===== config.mk =====
export PLATFORM = sky130hd
export DESIGN_NAME = mshr_ctrl
export DESIGN_NICKNAME = d
export VERILOG_FILES = /design/src/rtl/lc3b_types.sv /design/src/rtl/mshr_rr_arbiter.sv /design/src/rtl/mshr_ctrl.sv
export SDC_FILE = /design/constraint.sdc
export NUM_CORES = 1
export LEC_CHECK = 0
export ABC_CLOCK_PERIOD_IN_PS = 2800
export BUFFER_PORTS_ARGS = -buffer_cell sky130_fd_sc_hd__buf_2
export CAP_MARGIN = 10
export CORE_MARGIN = 2
export CORE_UTILIZATION = 40
export DETAILED_ROUTE_END_ITERATION = 10
export PLACE_DENSITY = 0.8
export SLEW_MARGIN = 20
export SYNTH_ARGS = -nofsm -noshare
export SYNTH_HDL_FRONTEND = slang
export SYNTH_SLANG_ARGS = --single-unit
export TNS_END_PERCENT = 5

===== constraint.sdc =====
create_clock -name clk -period 2.8 [get_ports clk]
set_clock_uncertainty 0.05 [all_clocks]
set_input_delay 0.56 -clock clk [delete_from_list [all_inputs] [get_ports clk]]
set_output_delay 0.56 -clock clk [all_outputs]
set_load 0.005 [all_outputs]

===== src/rtl/lc3b_types.sv =====
// ============================================================================
//  Module      : lc3b_types (package)
//  Description : Shared LC-3b memory-system types and constants used by the
//                MSHR / write-combining buffer controller.
//                - lc3b_word          : 16-bit machine word / physical address
//                - lc3b_mpnc_tag      : 11-bit line tag
//                - MSHR_DEPTH         : buffer entry count
//                - MSHR_LINE_OFFSET   : byte-offset bits inside a line
//                - mshr_drain_state_t : head-entry drain sequencer states
//  Revision    : 1.0 - initial release
// ============================================================================
`default_nettype none

package lc3b_types;

   typedef logic [15:0] lc3b_word;
   typedef logic [10:0] lc3b_mpnc_tag;

   localparam int MSHR_DEPTH       = 16;
   localparam int MSHR_LINE_OFFSET = 5;

   typedef enum logic [2:0] {
      IDLE   = 3'd0,
      FILL   = 3'd1,
      LOAD   = 3'd2,
      WB     = 3'd3,
      RETIRE = 3'd4
   } mshr_drain_state_t;

   // Line-aligned physical address of a tagged line.
   function automatic lc3b_word mshr_line_addr(input lc3b_mpnc_tag tag);
      return {tag, {MSHR_LINE_OFFSET{1'b0}}};
   endfunction

endpackage

`default_nettype wire


===== src/rtl/mshr_rr_arbiter.sv =====
// ============================================================================
//  Module      : mshr_rr_arbiter
//  Description : Two-requester round-robin arbiter. A lone requester is
//                granted without touching the preference bit; when both
//                request, the preferred one wins and preference flips.
//  Ports       : clk    in   clock
//                reset  in   asynchronous active-high reset (rr -> port 0)
//                needy  in   [1:0] eligible requesters this cycle
//                grant  out  [1:0] one-hot (or zero) grant
//  Revision    : 1.0 - initial release
// ============================================================================
`default_nettype none

module mshr_rr_arbiter (
   input  logic       clk,
   input  logic       reset,
   input  logic [1:0] needy,
   output logic [1:0] grant
);

   logic rr_q;
   logic rr_d;

   always_comb begin
      grant = 2'b00;
      rr_d  = rr_q;
      case (needy)
         2'b01:   grant = 2'b01;
         2'b10:   grant = 2'b10;
         2'b11: begin
            grant = rr_q ? 2'b10 : 2'b01;
            rr_d  = ~rr_q;
         end
         default: grant = 2'b00;
      endcase
   end

   always_ff @(posedge clk or posedge reset) begin
      if (reset) begin
         rr_q <= 1'b0;
      end else begin
         rr_q <= rr_d;
      end
   end

endmodule

`default_nettype wire


===== src/rtl/mshr_ctrl.sv =====
// ============================================================================
//  Module      : mshr_ctrl
//  Description : Sequencing controller for the MSHR / write-combining buffer
//                sitting between the split L1 ports (0 = I-side, 1 = D-side)
//                and physical memory. Arbitrates the single allocation path,
//                tracks occupancy and drains the head entry through a
//                fill / write-back / retire sequencer.
//  Ports       : clk, reset           clock, async active-high reset
//                port_req/port_write  per-port request and direction
//                port_resp            per-port completion pulse
//                mshr_full/dirty/waiting/addr_hit/hit/tag  buffer status
//                mshr_load_addr/load_word/load_line/port_index/inc_cur_ptr
//                                     buffer controls
//                pmem_read/write/address, pmem_resp   memory handshake
//  Revision    : 1.0 - initial release
// ============================================================================
`default_nettype none

module mshr_ctrl
   import lc3b_types::*;
#(
   parameter int DEPTH = MSHR_DEPTH,
   parameter int CNT_W = $clog2(DEPTH) + 1
) (
   input  logic        clk,
   input  logic        reset,

   input  logic [1:0]  port_req,
   input  logic [1:0]  port_write,
   output logic [1:0]  port_resp,

   input  logic        mshr_full,
   input  logic        mshr_dirty,
   input  logic        mshr_waiting,
   input  logic [1:0]  mshr_addr_hit,
   input  logic [1:0]  mshr_hit,
   input  logic [10:0] mshr_tag,
   output logic        mshr_load_addr,
   output logic        mshr_load_word,
   output logic        mshr_load_line,
   output logic        mshr_port_index,
   output logic        mshr_inc_cur_ptr,

   output logic        pmem_read,
   output logic        pmem_write,
   output logic [15:0] pmem_address,
   input  logic        pmem_resp
);

   localparam logic [CNT_W-1:0] CNT_MAX  = CNT_W'(DEPTH - 1);
   localparam logic [CNT_W-1:0] CNT_ZERO = '0;

   mshr_drain_state_t state_q, state_d;
   logic [CNT_W-1:0]  count_q, count_d;

   logic [1:0] wr_need;
   logic [1:0] rd_alloc;
   logic [1:0] blocked;
   logic [1:0] eligible;
   logic [1:0] grant;
   logic       hazard;
   logic       head_locked;
   logic       cnt_inc;
   logic       cnt_dec;

   // ------------------------------------------------------------------
   // Drain sequencer
   // ------------------------------------------------------------------
   always_comb begin
      state_d          = state_q;
      pmem_read        = 1'b0;
      pmem_write       = 1'b0;
      mshr_load_line   = 1'b0;
      mshr_inc_cur_ptr = 1'b0;
      case (state_q)
         IDLE: begin
            if (count_q != CNT_ZERO) begin
               if (mshr_waiting)    state_d = FILL;
               else if (mshr_dirty) state_d = WB;
               else                 state_d = RETIRE;
            end
         end
         FILL: begin
            pmem_read = 1'b1;
            if (pmem_resp) state_d = LOAD;
         end
         LOAD: begin
            // Line returned last cycle is merged into the head entry now.
            mshr_load_line = 1'b1;
            state_d        = mshr_dirty ? WB : RETIRE;
         end
         WB: begin
            pmem_write = 1'b1;
            if (pmem_resp) state_d = RETIRE;
         end
         RETIRE: begin
            mshr_inc_cur_ptr = 1'b1;
            state_d          = IDLE;
         end
         default: state_d = IDLE;
      endcase
   end

   always_ff @(posedge clk or posedge reset) begin
      if (reset) begin
         state_q <= IDLE;
      end else begin
         state_q <= state_d;
      end
   end

   assign pmem_address = (pmem_read | pmem_write) ? mshr_line_addr(mshr_tag) : 16'h0000;

   // ------------------------------------------------------------------
   // Port eligibility and arbitration
   // ------------------------------------------------------------------
   // The buffer gives load_line / inc_cur_ptr priority over port writes,
   // so no grant is issued while either is active.
   assign hazard      = mshr_load_line | mshr_inc_cur_ptr;
   // While the head line is being written back (or is about to leave), a
   // merge into an existing entry could land in that very line and be lost.
   assign head_locked = (state_q == WB) || (state_q == RETIRE);

   assign wr_need  = port_req & port_write;
   assign rd_alloc = port_req & ~port_write & ~mshr_addr_hit;

   // Anything that needs a fresh entry is held off while the buffer is full.
   assign blocked  = {2{hazard}}
                   | ({2{mshr_full}} & (rd_alloc | (wr_need & ~mshr_addr_hit)))
                   | ({2{head_locked}} & wr_need & mshr_addr_hit);

   assign eligible = (wr_need | rd_alloc) & ~blocked;

   mshr_rr_arbiter u_arb (
      .clk   (clk),
      .reset (reset),
      .needy (eligible),
      .grant (grant)
   );

   assign mshr_load_word  = |(grant & port_write);
   assign mshr_load_addr  = |(grant & ~port_write);
   assign mshr_port_index = grant[1];

   // Writes are posted (ack on grant); reads complete once the word is present.
   assign port_resp = (port_req & ~port_write & mshr_hit) | (grant & port_write);

   // ------------------------------------------------------------------
   // Occupancy counter
   // ------------------------------------------------------------------
   assign cnt_inc = mshr_load_addr | (mshr_load_word & ~mshr_addr_hit[mshr_port_index]);
   assign cnt_dec = mshr_inc_cur_ptr;

   always_comb begin
      count_d = count_q;
      if (cnt_inc && !cnt_dec && (count_q != CNT_MAX)) begin
         count_d = count_q + 1'b1;
      end else if (cnt_dec && !cnt_inc && (count_q != CNT_ZERO)) begin
         count_d = count_q - 1'b1;
      end
   end

   always_ff @(posedge clk or posedge reset) begin
      if (reset) begin
         count_q <= '0;
      end else begin
         count_q <= count_d;
      end
   end

endmodule

`default_nettype wire


# After elaboration in Yosys (flattened, before gate mapping)
# Index checks and enable logic that the tools add are counted.
[classes]
addsub = 2
n_lt_le_gt_ge = 1
eq_ne = 11
n_mux = 17
n_bitwise = 25
reduce_logical = 13
[op_table]
columns = ["cell", "n"]
rows = [
  ["$and 2x2->2", 11],
  ["$mux 16", 1],
  ["$mux 3", 5],
  ["$pmux 3 s4", 1],
  ["$mux 5", 2],
  ["$or 2x2->2", 5],
  ["$eq 3x2->1 const B", 2],
  ["$mux 1", 6],
  ["$ne 2x2->1 const B", 3],
  ["$not 2->2", 3],
  ["$pmux 2 s3", 1],
  ["$add 5x1->5 const B", 1],
  ["$ne 5x4->1 const B", 1],
  ["$reduce_bool 5->1", 1],
  ["$sub 5x1->5 const B", 1],
  ["$eq 2x2->1 const B", 2],
  ["$logic_and 1x1->1", 4],
  ["$reduce_or 2->1", 2],
  ["$eq 3x1->1 const B", 1],
  ["$eq 3x3->1 const B", 1],
  ["$logic_not 3->1", 1],
  ["$or 1x1->1", 3],
  ["$reduce_and 3->1", 1],
  ["$eq 2x1->1 const B", 1],
  ["other kinds (7)", 9],
]
[word_totals]
reg_bits = 9
out_inout_bits = 25
wordCells = 72

# Depth between registers and ports, before layout
[logic_depth]
word_depth = 21
mapped_depth = 12

# By module
# From an unflattened synthesis, not the netlist that was laid out.
[unflattened]
cells_unflattened = 125
hier_area_um2 = 972.2
[modules_own_cells]
columns = ["module", "n_inst", "cells_per_inst", "area_each_um2"]
rows = [
  ["mshr_ctrl", 1, 118, 912.1],
  ["mshr_rr_arbiter", 1, 7, 60.1],
]

# Worst setup path before layout
# No wires, ideal clock.
[synth_timing]
path_kind = "reg2reg"
from = "reg state_q[1]"
to = "reg count_q[4]"
setup_time_ps = 79
arrival_ps = 2506
required_time_ps = 2671
path_slack_ps = 165
stages_incl_launch_ff = 12
n_path_buf = 1
period_less_slack_ps = 2635
cell_sequence = "dfrtp_1 > buf_6 > xnor2_1 > or2_4 > nand4_1 > or3_4 > fa_1 > a21o_1 > a21oi_1 > nand3_1 > o41ai_1 > xor2_1"
[synth_between]
elab_chain_len = 18
word_cells_on_any_way = 34
classes_between = "6 x eq/ne; 6 x mux; 12 x bitwise; 10 x reduce/logical"
[synth_rtl]
columns = ["item", "line", "source"]
rows = [
  ["start, declared", "mshr_ctrl.sv:53", "mshr_drain_state_t state_q, state_d;"],
  ["start signal, assigned", "mshr_ctrl.sv:108", "state_q <= state_d;"],
  ["$eq 3x2->1 (tied with other cells)", "mshr_ctrl.sv:75", "case (state_q)"],
  ["$mux 1 / $logic_or 1x1->1 (equally long branches)", "mshr_ctrl.sv:75, mshr_ctrl.sv:122", ""],
  ["$or 1x1->1 / $and 2x2->2 (equally long branches)", "mshr_ctrl.sv:119, mshr_ctrl.sv:130", ""],
  ["$or 2x2->2 / $and 2x2->2 (equally long branches)", "mshr_ctrl.sv:129, mshr_ctrl.sv:130", ""],
  ["$or 2x2->2", "mshr_ctrl.sv:130", "| ({2{head_locked}} & wr_need & mshr_addr_hit);"],
  ["$not 2->2", "mshr_ctrl.sv:132", "assign eligible = (wr_need | rd_alloc) & ~blocked;"],
  ["$and 2x2->2", "mshr_ctrl.sv:132", ""],
  ["$eq 2x2->1 / $eq 2x1->1 (equally long branches)", "mshr_rr_arbiter.sv:27", "case (needy)"],
  ["$pmux 2 s3", "mshr_rr_arbiter.sv:27", ""],
  ["$mux 1 (not written as such) (2 in series)", "mshr_ctrl.sv:151", "assign cnt_inc = mshr_load_addr | (mshr_load_word & ~mshr_addr_hit[mshr_port_index]);"],
  ["$not 1->1", "mshr_ctrl.sv:151", ""],
  ["$and 1x1->1", "mshr_ctrl.sv:151", ""],
  ["$or 1x1->1", "mshr_ctrl.sv:151", ""],
  ["$logic_not 1->1", "mshr_ctrl.sv:158", "end else if (cnt_dec && !cnt_inc && (count_q != CNT_ZERO)) begin"],
  ["$logic_and 1x1->1 (2 in series)", "mshr_ctrl.sv:158", ""],
  ["$reduce_bool 2->1 (no line)", "--", ""],
  ["end signal, assigned", "mshr_ctrl.sv:167", "count_q <= count_d;"],
  ["end, declared", "mshr_ctrl.sv:54", "logic [CNT_W-1:0] count_q, count_d;"],
]
# Several ways; a longest one is shown, not always the timed one. The select of a mux whose other input is x is not followed.
# A chain may end at the register's enable or synchronous reset.

# Worst setup path after layout
[layout_timing]
from = "reg state_q[2]"
to = "reg count_q[4]"
# Same word-level chain as after synthesis.

==> results by stage <==
Status:
- The flow ran to the end, and the final reports show no timing, DRC or antenna violations.

Synthesis:
- The share of synthesized area in the top cell type comes to 24.8%.
- The number of different library cells used by synthesis comes to 36.
- By area the synthesized netlist is led by dfrtp_1 (25%), and2_1 (9.0%), buf_4 (4.1%).
- Of all flip-flops after synthesis, the portion carrying an async set or reset was 100%.
- The number of synthesized flops with an enable pin is 0.
- The commonest cells after synthesis are and2_1 (13), dfrtp_1 (9), inv_1 (9), nor2_1 (9), a21oi_1 (7).
- The mapped netlist covers 908 um^2.
- The synthesized instance count is 109.
- After synthesis the netlist holds a flip-flop and latch count of 9.
- The largest total area in the synthesized netlist belongs to dfrtp_1.
- The warning count from the yosys run is 0.
- Sequential elements use 24.8% of the synthesized area.
- The synthesized area per cell is 8.33 um^2.
- Among all flip-flop cells after synthesis, the most frequent one is dfrtp_1.
- and2_1 is the most common cell in the netlist.

Floorplan:
- The initial cell density of the core is 41.9%.
- The die width is 51.7 um.
- In this run the core area contains 17 standard-cell rows.
- In this run the vertical extent of the chip is 51.7 um.
- The top-level port count is 50.
- The floorplan step defined a die boundary enclosing 0.00267 mm^2.
- The area of the core is between 0.002 and 0.0025 mm^2.

Finish:
- The post-synthesis to final-layout area growth is 30.9%.
- The fraction of layout cells with a size suffix above 1 is about two fifths.
- For this run, the post-layout net count is between 150 and 200.
- The repair_antennas step left the layout with diodes totalling 0.
- Registers take 226 um^2.
- The multi-input logic area is 617 um^2.
- The finished layout holds 185 standard cells, fillers aside.
- Fill cells in the final layout number between 200 and 250.

Drt:
- Dividing the detail-routed via count by the number of cells gives about 4.9.
- The routed layout has 908 vias.
- The routed length per instance is 11.7 um.
- Summed over all layers, the routed wires come to roughly 2.2 mm.
- For this block, the initial DRC count from the detailed router was 17.
- The count of TritonRoute iterations in the first routing pass is 4.
- The antenna violation net count after detailed routing is 0.
- For this run, design rule violations remaining after detail routing come to 0.

Placed design:
- The weighted congestion reported at the end of routability-driven placement is about 0.9.
- The number of placed instances, taps included, is 180.
- At the placement stage, the worst setup path has a slack of -0.00299 ns.
- Once detailed placement completed, the half-perimeter wirelength came to 1.81 mm.
- During placement, the flow inserted port buffers numbering 44.

Setup path:
- At the worst endpoint, the arrival time is 2.78 ns.
- In this design, the stage delay of the slowest critical-path cell is 0.44 ns.
- The number of buffers and inverters on the critical path is 0.
- For the worst flop-to-flop path, the logic depth is 10.
- The endpoint identified for the worst register-to-register timing path is count_q[4]$_DFFE_PP0P_.
- The category of the worst setup path capture point is a flop.
- The critical path's top delay family is simple AND/OR/NAND/NOR gates.
- Traced cell by cell, the critical path runs through xnor2_1, or2_4, and4_4, or3_4, fa_2, a21o_1, a21oi_2, nand3_1, o41ai_1, xor2_1.
- The cell with the biggest individual delay on the critical path is dfrtp_2.
- In this run the worst path has a maximum fanout of 7.
- In this run the critical register-to-register path is launched from state_q[2]$_DFFE_PP0P_.
- The worst setup path is launched from a flop.
- The endpoint required time on the critical path is 2.93 ns.
- The worst setup path is of the flop to flop kind.
- For flop-to-flop paths, the worst setup slack is 0.14 ns.

Min path:
- The class of the most critical hold timing path is input port to asynchronous set/reset pin.

Clock network:
- The CTS buffer count is 3.
- At the later pin of the worst-skew pair, clock insertion delay measures 0.25 ns.
- After clock tree synthesis, the clock-pin slew on the worst setup and hold paths is 0.06 ns.
- CTS placed an instance of clkbuf_4 at the clock tree root.
- The CTS tree is built.
- The clock sink count is 9.
- CTS built an H-tree with a depth of 1.
- The maximum root-to-sink buffer count is 2.
- The number of buffers inserted for hold repair after clock tree synthesis is 0.

GRT:
- The first global-routing pass estimated 3.53 mm of wire.
- The number of antenna violations at the first check in global routing came to 0.
- The number of global-route vias before repair is roughly 870.
- The total overflow left after global routing is 0.
- The global-route usage over all layers is 17.4%.
- Entering global routing, the biggest net connects 12 pins.

STA:
- After layout, the worst path uses 94.9% of the clock period.
- The fmax is 0.376 GHz.
- The worst setup margin is roughly 0.14 ns.
- Setup violations remaining at the end of the flow were counted as 0.
- Subtracting the final worst setup slack from the clock period gives 2.66 ns.
- The count of final max-slew check failures was 0.
- The relative max-transition margin is 63.0%.
- The number of hold violations in the final report came to 0.
- The transition time at the pin with the least slew margin is roughly 0.55 ns.
- Setup repair after global routing left no endpoint under its margin.

Run:
- Max-cap violations in this run came to 0.

Power:
- The leakage component of the power is 0.634 nW.
- The worst-case IR drop observed on VDD is about 0.43 mV.
- The power density over the cells is around 940 mW/mm^2.
power by group:
part | leakage [nW] | internal (W) | switching [W] | total (W)
Clock | 0.0150 | 0.0000547 | 0.0000417 | 0.0000964
Combinational | 0.511 | 0.000381 | 0.000351 | 0.000731
Sequential | 0.108 | 0.000198 | 0.0000884 | 0.000286
final cells by class:
cell class | count | area share [%]
inverter | 9 | 2.84
clock buffer | 4 | 2.21
tap | 28 | 2.95
multi-input combinational | 87 | 51.9
sequential | 9 | 19.1
timing repair buffer | 48 | 21.1
worst reg2reg max path, delay by kind of cell, from the launching register on:
| family | cells | cell delay [ns] |
|---|---|---|
| and+or+nand+nor | 4 | 0.94 |
| DFF | 1 | 0.44 |
| xor gates and xnor gates | 2 | 0.34 |
| AOI/OAI and AO/OA | 3 | 0.45 |
| adders and majority gates | 1 | 0.36 |
what timing repair did:
action / 4_1_cts / 5_1_grt
buffers inserted: 0 / 1
gates resized for setup: 0 / 4
setup endpoints to repair: 0 / 1
through the flow:
stage	TNS, ns	power, W	cell area, um^2	hold WS [ns]	utilization, %
after detailed placement	-0.00299	0.000983	1140	0.443	52.8
after global placement	0	0.000951	1140	0.435	52.8
after global routing	0	0.00122	1190	0.210	54.8
after floorplan	0	0.000784	923	0.338	-
final	0	0.00111	1190	0.201	54.8
after CTS	0	0.00109	1170	0.204	54.0
cell usage in the layout (no fill, tap or decap), drive strengths merged, types with 2 or more instances in the layout:
master  instances
a21o            3
a21oi           7
a22o            3
a32o            2
and2           13
and2b           2
buf            48
clkbuf          4
conb            5
dfrtp           9
ha              3
inv             9
nand2           3
nand2b          4
nand3           4
nand4           2
nor2            9
nor2b           2
nor3            2
o21a            2
o22ai           3
o31ai           2
xnor2           3
xor2            3
flip-flops by register name (all words and copies together), names as in the netlist:
signal      flops
count_q         5
state_q         3
u_arb.rr_q      1
how the worst max path moves through the flow:
stage	startpoint	end	slack, ns	cells past startpoint
finish	state_q[2]$_DFFE_PP0P_	count_q[4]$_DFFE_PP0P_	0.14	10
detailed placement	port_write[0]	count_q[4]$_DFFE_PP0P_	-0.003	11
global placement	port_write[0]	count_q[4]$_DFFE_PP0P_	0.09	11
CTS	state_q[2]$_DFFE_PP0P_	count_q[4]$_DFFE_PP0P_	0.04	10
global route	state_q[2]$_DFFE_PP0P_	count_q[4]$_DFFE_PP0P_	0.02	11
floorplan	state_q[1]$_DFFE_PP0P_	count_q[4]$_DFFE_PP0P_	0.16	11
cell families (layout without fill, tap and decap cells):
logic type      count (synthesis)  after routing  share of synthesized area, %
compound gates                 26             26                          22.7
xor+xnor                        6              6                          5.79
fa+ha+maj                       4              4                          6.34
buf+inv                        17             61                          9.92
flops                           9              9                          24.8
mux                             1              1                          1.24
other cells                     1              5                         0.413
simple gates                   45             45                          28.8
metal layers:
layer / global-route usage, % / vias up / share of wire, %
li1: - / 467 / -
met1: 21.3 / 416 / 45
met2: 29.7 / 23 / 50
met3: 2.01 / 2 / 4.6
met4: 9.21 / 0 / 0.51
met5: 0 / - / 0
No activity file was read; power rests on OpenSTA's default activity.
